<file path="src/rtl/dom_and_sched.sv">
// Scheduler that time-shares one masked (DOM-dep) AND gadget between two
// requesters. It arbitrates round-robin, pairs each issue with exactly one
// randomness handshake, and registers operands and masks into the gadget.
// A {valid, owner} tag pipeline routes each gadget product back to the
// requester that issued it.
module dom_and_sched #(
    parameter int D         = 1,  // masking order
    parameter int BIT_WIDTH = 1,  // parallel one-bit AND lanes
    parameter int LAT       = 1,  // gadget latency, legal range 1..4
    localparam int N        = D + 1,
    localparam int L        = ((D + 1) * D) / 2,
    localparam int NW       = N * BIT_WIDTH,
    localparam int LW       = L * BIT_WIDTH
) (
    input  logic          clk,
    input  logic          rst,
    input  logic          req0_valid,
    input  logic          req1_valid,
    output logic          req0_ready,
    output logic          req1_ready,
    input  logic [NW-1:0] req0_a,
    input  logic [NW-1:0] req0_b,
    input  logic [NW-1:0] req1_a,
    input  logic [NW-1:0] req1_b,
    input  logic          rnd_valid,
    output logic          rnd_ready,
    input  logic [NW-1:0] rnd_r1,
    input  logic [LW-1:0] rnd_r2,
    output logic [NW-1:0] gad_a,
    output logic [NW-1:0] gad_b,
    output logic [NW-1:0] gad_r1,
    output logic [LW-1:0] gad_r2,
    input  logic [NW-1:0] gad_c,
    output logic          rsp0_valid,
    output logic          rsp1_valid,
    output logic [NW-1:0] rsp0_c,
    output logic [NW-1:0] rsp1_c,
    output logic          busy
);

    logic          prio_q, prio_d;
    logic          grant0, grant1;
    logic          issue, issue_own;

    logic [NW-1:0] gad_a_q, gad_a_d;
    logic [NW-1:0] gad_b_q, gad_b_d;
    logic [NW-1:0] gad_r1_q, gad_r1_d;
    logic [LW-1:0] gad_r2_q, gad_r2_d;

    logic [LAT:0]  tag_v_q, tag_v_d;
    logic [LAT:0]  tag_own_q, tag_own_d;

    logic          rsp0_valid_q, rsp0_valid_d;
    logic          rsp1_valid_q, rsp1_valid_d;
    logic [NW-1:0] rsp0_c_q, rsp0_c_d;
    logic [NW-1:0] rsp1_c_q, rsp1_c_d;

    // Round-robin grant; ready is gated by reset so nothing is accepted while held.
    always_comb begin
        grant0     = req0_valid && (!prio_q || !req1_valid);
        grant1     = req1_valid && ( prio_q || !req0_valid);
        req0_ready = rst && rnd_valid && grant0;
        req1_ready = rst && rnd_valid && grant1;
        issue      = req0_ready || req1_ready;
        issue_own  = req1_ready;
        rnd_ready  = issue;
        prio_d     = issue ? !issue_own : prio_q;
    end

    // Gadget inputs: operands of the granted requester plus masks, zero when idle.
    always_comb begin
        gad_a_d  = '0;
        gad_b_d  = '0;
        gad_r1_d = '0;
        gad_r2_d = '0;
        if (issue) begin
            gad_a_d  = issue_own ? req1_a : req0_a;
            gad_b_d  = issue_own ? req1_b : req0_b;
            gad_r1_d = rnd_r1;
            gad_r2_d = rnd_r2;
        end
    end

    // Tag shift register; stage LAT-1 marks the cycle gad_c holds the product.
    always_comb begin
        tag_v_d   = {tag_v_q[LAT-1:0], issue};
        tag_own_d = {tag_own_q[LAT-1:0], issue_own};
    end

    // Capture gad_c for the owning requester only; the other result holds.
    always_comb begin
        rsp0_valid_d = tag_v_q[LAT-1] && !tag_own_q[LAT-1];
        rsp1_valid_d = tag_v_q[LAT-1] &&  tag_own_q[LAT-1];
        rsp0_c_d     = rsp0_valid_d ? gad_c : rsp0_c_q;
        rsp1_c_d     = rsp1_valid_d ? gad_c : rsp1_c_q;
    end

    // State registers; reset discards everything in flight.
    always_ff @(posedge clk or negedge rst) begin
        if (!rst) begin
            prio_q       <= 1'b0;
            gad_a_q      <= '0;
            gad_b_q      <= '0;
            gad_r1_q     <= '0;
            gad_r2_q     <= '0;
            tag_v_q      <= '0;
            tag_own_q    <= '0;
            rsp0_valid_q <= 1'b0;
            rsp1_valid_q <= 1'b0;
            rsp0_c_q     <= '0;
            rsp1_c_q     <= '0;
        end else begin
            prio_q       <= prio_d;
            gad_a_q      <= gad_a_d;
            gad_b_q      <= gad_b_d;
            gad_r1_q     <= gad_r1_d;
            gad_r2_q     <= gad_r2_d;
            tag_v_q      <= tag_v_d;
            tag_own_q    <= tag_own_d;
            rsp0_valid_q <= rsp0_valid_d;
            rsp1_valid_q <= rsp1_valid_d;
            rsp0_c_q     <= rsp0_c_d;
            rsp1_c_q     <= rsp1_c_d;
        end
    end

    assign gad_a      = gad_a_q;
    assign gad_b      = gad_b_q;
    assign gad_r1     = gad_r1_q;
    assign gad_r2     = gad_r2_q;
    assign rsp0_valid = rsp0_valid_q;
    assign rsp1_valid = rsp1_valid_q;
    assign rsp0_c     = rsp0_c_q;
    assign rsp1_c     = rsp1_c_q;
    assign busy       = |tag_v_q;

endmodule

</file>
<file path="config.mk">
export PLATFORM = sky130hd
export DESIGN_NAME = dom_and_sched
export DESIGN_NICKNAME = d
export VERILOG_FILES = /design/src/rtl/dom_and_sched.sv
export SDC_FILE = /design/constraint.sdc
export NUM_CORES = 1
export LEC_CHECK = 0
export CORE_UTILIZATION = 37
export CTS_CLUSTER_DIAMETER = 60
export DETAILED_ROUTE_END_ITERATION = 16
export PLACE_DENSITY = 0.87
export SYNTH_ARGS = -nofsm -noshare
export SYNTH_HDL_FRONTEND = slang
export SYNTH_SLANG_ARGS = --single-unit
export TNS_END_PERCENT = 50
</file>
<file path="constraint.sdc">
create_clock -name clk -period 1.4 [get_ports clk]
set_clock_uncertainty 0.15 [all_clocks]
set_input_delay 0.14 -clock clk [delete_from_list [all_inputs] [get_ports clk]]
set_output_delay 0.14 -clock clk [all_outputs]
set_load 0.02 [all_outputs]
</file>
-- Yosys cells after proc, flatten, opt, wreduce, memory -nomap -nowiden
Cells that the tools add are included.
- flip-flop bits (word level): 17
- bits in latches: 0
- bits in writable memories: 0
- ROM bits: 0
- input bits: 18
- logic and storage cells: 33
- memories: 0
- add/sub/neg operators: 0
- $mul: 0
- div/mod/pow operators: 0
- magnitude comparators: 0
- equal/unequal tests: 0
- shift operators: 0
- multiplexer cells: 6
- bitwise operators: 0
- reductions and logical operators: 16
- operators by type and width (operator ; count):
    2-to-1 mux 2 bit ; 5
    logical AND 1 bit ; 7
    zero test 1 bit ; 5
    logical OR 1 bit ; 3
    OR reduction 2 bit ; 1
    2-to-1 mux 1 bit ; 1

-- Longest topological paths before layout
- depth after elaboration: 6
- depth in mapped cells: 5
- gate-level depth less buffers: 4

-- Least setup slack after synthesis
Ideal clock, no wire load.
- kind: register to register
- from: reg prio_q
- to: reg tag_own_q[0]
- library setup time: 0.185 ns
- data arrival time: 1.058 ns
- required time: 1.065 ns
- setup slack: 0.007 ns
- stages on the path, launching flop included: 3
- path buffers: 0
- period minus slack after synthesis: 1.393 ns
- cells stage by stage: dfrtp_1 -> and2b_4 -> nor3_1
- cells in the longest elaborated chain, start to end: 3
- RTL lines (item ; line ; source):
    start: declaration ; 41 ; logic prio_q, prio_d;
    start signal: assignment ; 113 ; prio_q <= prio_d;
    logical OR 1 bit ; 61 ; grant1 = req1_valid && ( prio_q || !req0_valid);
    logical AND 1 bit ; 61 ;
    logical AND 1 bit ; 63 ; req1_ready = rst && rnd_valid && grant1;
    net req1_ready ; 20 ; output logic req1_ready,
    end signal: assignment ; 119 ; tag_own_q <= tag_own_d;
    end: declaration ; 51 ; logic [LAT:0] tag_own_q, tag_own_d;
The timed path passes the listed nets, and every way through them passes these cells.
A chain may end at the register's enable or synchronous reset.

-- Final worst setup path
- from: reg prio_q
- to: out req1_ready
- cells in the longest elaborated chain, start to end: 3
- RTL lines (item ; line):
    logical OR 1 bit ; 61
    logical AND 1 bit ; 61
    logical AND 1 bit ; 63
    end: declaration ; 20
No other way between the ends.

==> results.txt <==
Outcome -> finished, violations left
Violated checks -> DRC, setup timing
DR DRC count -> 2
GP Congestion -> 0.731
Vias per cell -> 4.89
Footprint of the multi-input gates -> 234 µm²
Min-Delay Path Class -> in2reg
Dpl hpwl -> 1160 µm
Avg Synthesized Cell Area -> 12.6 µm²
TritonCTS clock tree -> yes
Top FF cell, synth -> dfrtp_1
R2r startpoint -> tag_v_q[0]
Setup TNS -> -0.0216 ns
CTS max path bufs -> 2
# Max-Cap Violations -> 0
Placement row count -> 14
Area delta synth->final -> 72.5%
CP arrival -> 1.13 ns
Core area -> 1580 µm²
Ys Warns -> 0
Clock buffer count from CTS -> 3
Largest net degree at the start of global routing -> 16
P_leak -> 0.575 nW
Count of final setup violators -> 1
Synthesized Nets -> 70
Combinational share of power -> 27.9%
Synth unique cells -> 19
NetSw -> 0.321 mW
Commonest cells in the synthesized netlist -> dfrtp_1 (17), a21oi_1 (5), mux2_2 (4), nand3b_1 (4), o21ai_0 (4)
First-pass GRT wire length -> 2590 µm
Post-route setup slack -> -0.0216 ns
Sequential share of power -> 49.2%
Synth top area cells -> dfrtp_1 (65%), mux2_2 (6.9%), nand3b_1 (4.6%), a21oi_1 (3.8%), o21ai_0 (3.1%)
Crit. End Element -> primary output
IO Count -> 35
Slew @ Worst Pin -> 0.226 ns
Top-count cell post-synth -> dfrtp_1
Post-synth ARST share -> 100%
Initial core utilization -> 41.5%
Worst-Skew Late Latency -> 0.30 ns
Register area share after synthesis -> 65.0%
CP max FO -> 2
Share of cells above drive strength 1 -> 29.7%
Root buffer selected by CTS -> clkbuf_4
Layout fillers -> 119
Avg WL per Cell -> 13.6 µm
Clock net sink count -> 17
RSZ-0062 raised after global routing -> true
Crit path time final -> 1.42 ns
Port buffer count -> 34
Post-synth EDFFs -> 0
Area leader, netlist -> dfrtp_1
Grt ovf -> 0
Worst Hold Depth -> 2
Placed Area -> 1070 µm²
Synth top area share -> 65.0%
Slew Limit Fails -> 0
Drt pass-1 iters -> 9
Die area -> 1940 µm²
Chip height -> 44.1 µm
CP Launch Type -> register
Final ANT Viol Nets -> 0
Clock network fraction of total power -> 22.9%
Final net count -> 120
Routed WL -> 1590 µm
Clock-pin slew on the worst setup and hold paths -> 0.10 ns
Worst IR Drop VDD -> 0.796 mV
PwrDens -> 1000 nW/µm²
Vias in the first global route -> 552
Fmax -> 0.703 GHz
Cells after Synth -> 52
CTS H-tree depth -> 1
P_int -> 0.812 mW
Worst rel slew slack -> 85.0%
Final hold slack -> 0.0824 ns
Antenna Cells -> 0
Switching fraction of total power -> 28.3%
Synthesized flop and latch total -> 17
Storage cell area -> 425 µm²
Crit path from -> prio_q
Iter 0 DRT Violations -> 4
Post-Syn Area -> 654 µm²
Hold path startpoint -> rnd_valid
Via count -> 572
Die Wd -> 44.1 µm
CP Class -> reg2out
Fin area -> 1130 µm²
Fin. Hold Viols -> 0
Initial antenna violation count -> 0
Period utilisation layout -> 102%
R2R depth -> 4
Critical path required time -> 1.11 ns
Tot GR Track Use -> 19.4%
==> final cells by class <==
class / count / area share [%]
Timing Repair Buffer: 46 / 36.3
Clock inverter: 1 / 0.443
Tap cell: 16 / 1.77
Inverter: 3 / 1.11
Multi-Input combinational cell: 31 / 20.7
Clock buffer: 3 / 2.00
Sequential cell: 17 / 37.7
==> sequential cells by signal, indices dropped and copies added (netlist names) <==
signal      cells
gad_a           2
prio_q          1
rsp0_c          2
tag_v_q         2
rsp1_c          2
gad_r1          2
rsp0_valid      1
gad_r2          1
rsp1_valid      1
gad_b           2
tag_own_q       1
==> cells in the final DEF (no fill, tap or decap) <==
cell,Yosys,layout
dlygate4sd3_1,0,2
inv_1,2,2
dfrtp_1,17,17
o21ai_0,4,4
and2b_4,1,1
a31oi_1,1,1
nand3_1,1,1
nor3_4,0,1
mux2_2,4,4
nand3b_1,4,4
buf_6,0,2
dlygate4sd2_1,0,17
a21oi_2,0,1
and2_1,3,3
or2_4,1,2
a21oi_1,5,4
nor2_1,1,1
nand2_1,2,1
clkdlybuf4s50_1,0,13
a41oi_1,1,1
nand2_2,0,1
clkinv_2,1,2
buf_4,1,11
clkbuf_4,0,3
nor2b_4,0,1
buf_2,0,1
==> stage by stage <==
step | cells | power (mW) | utilization [%] | worst slack, ns
CTS | 117 | 1.13 | 70.2 | -0.0385
finish | 117 | 1.13 | 71.6 | -0.0216
global route | 117 | 1.20 | 71.6 | -0.110
global placement | 110 | 0.885 | 68.2 | -0.542
detailed placement | 110 | 0.898 | 68.2 | -0.549
floorplan | 52 | 0.705 | - | 0.00748
==> power by group through the flow <==
stage                     Combinational, mW  Sequential, mW  Clock (mW)
after floorplan                      0.0893           0.616           0
after global placement                0.321           0.564           0
after detailed placement              0.329           0.569           0
after CTS                             0.310           0.558       0.264
after global routing                  0.337           0.565       0.295
final                                 0.316           0.558       0.259
==> path summary, 6_finish.rpt <==
path	endpoint	slack, ns
max	req1_ready	-0.02
min	prio_q	0.08
max reg2reg	rsp1_c[0]	0.07
min reg2reg	rsp1_c[1]	0.36
max in group asynchronous	gad_r1[1]	0.56
min in group asynchronous	tag_own_q[0]	0.33
==> worst max-delay path, stage by stage, from the launching register on <==
cell     delay, ns
dfrtp_1       0.36
and2b_4       0.20
nor3_4        0.13
buf_6         0.14
==> cell families (layout without fill, tap and decap cells) <==
kind of cell	Yosys count	after routing	synth area share (%)
flops	17	17	65.0
compound gates	11	11	9.18
simple gates	16	16	15.9
buf+inv	4	53	3.06
mux	4	4	6.88
==> layer usage <==
layer,vias up,part of all wire [%],wire length [µm],track usage [%]
met1,267,41,648,23.7
li1,278,-,-,-
met4,0,3.0,47,12.7
met3,4,5.8,92,4.08
met2,23,50,804,30.9
met5,-,0,0,0
==> repair_timing <==
action | in CTS | in global routing
setup endpoints to repair | 17 | 6
endpoints found under the hold margin | 17 | 0
resized for setup | 40 | 5
hold buffers | 2 | 0
gates cloned | 0 | 0
buffers inserted | 1 | 0
Note: power is estimated with default switching activity, not from simulation.
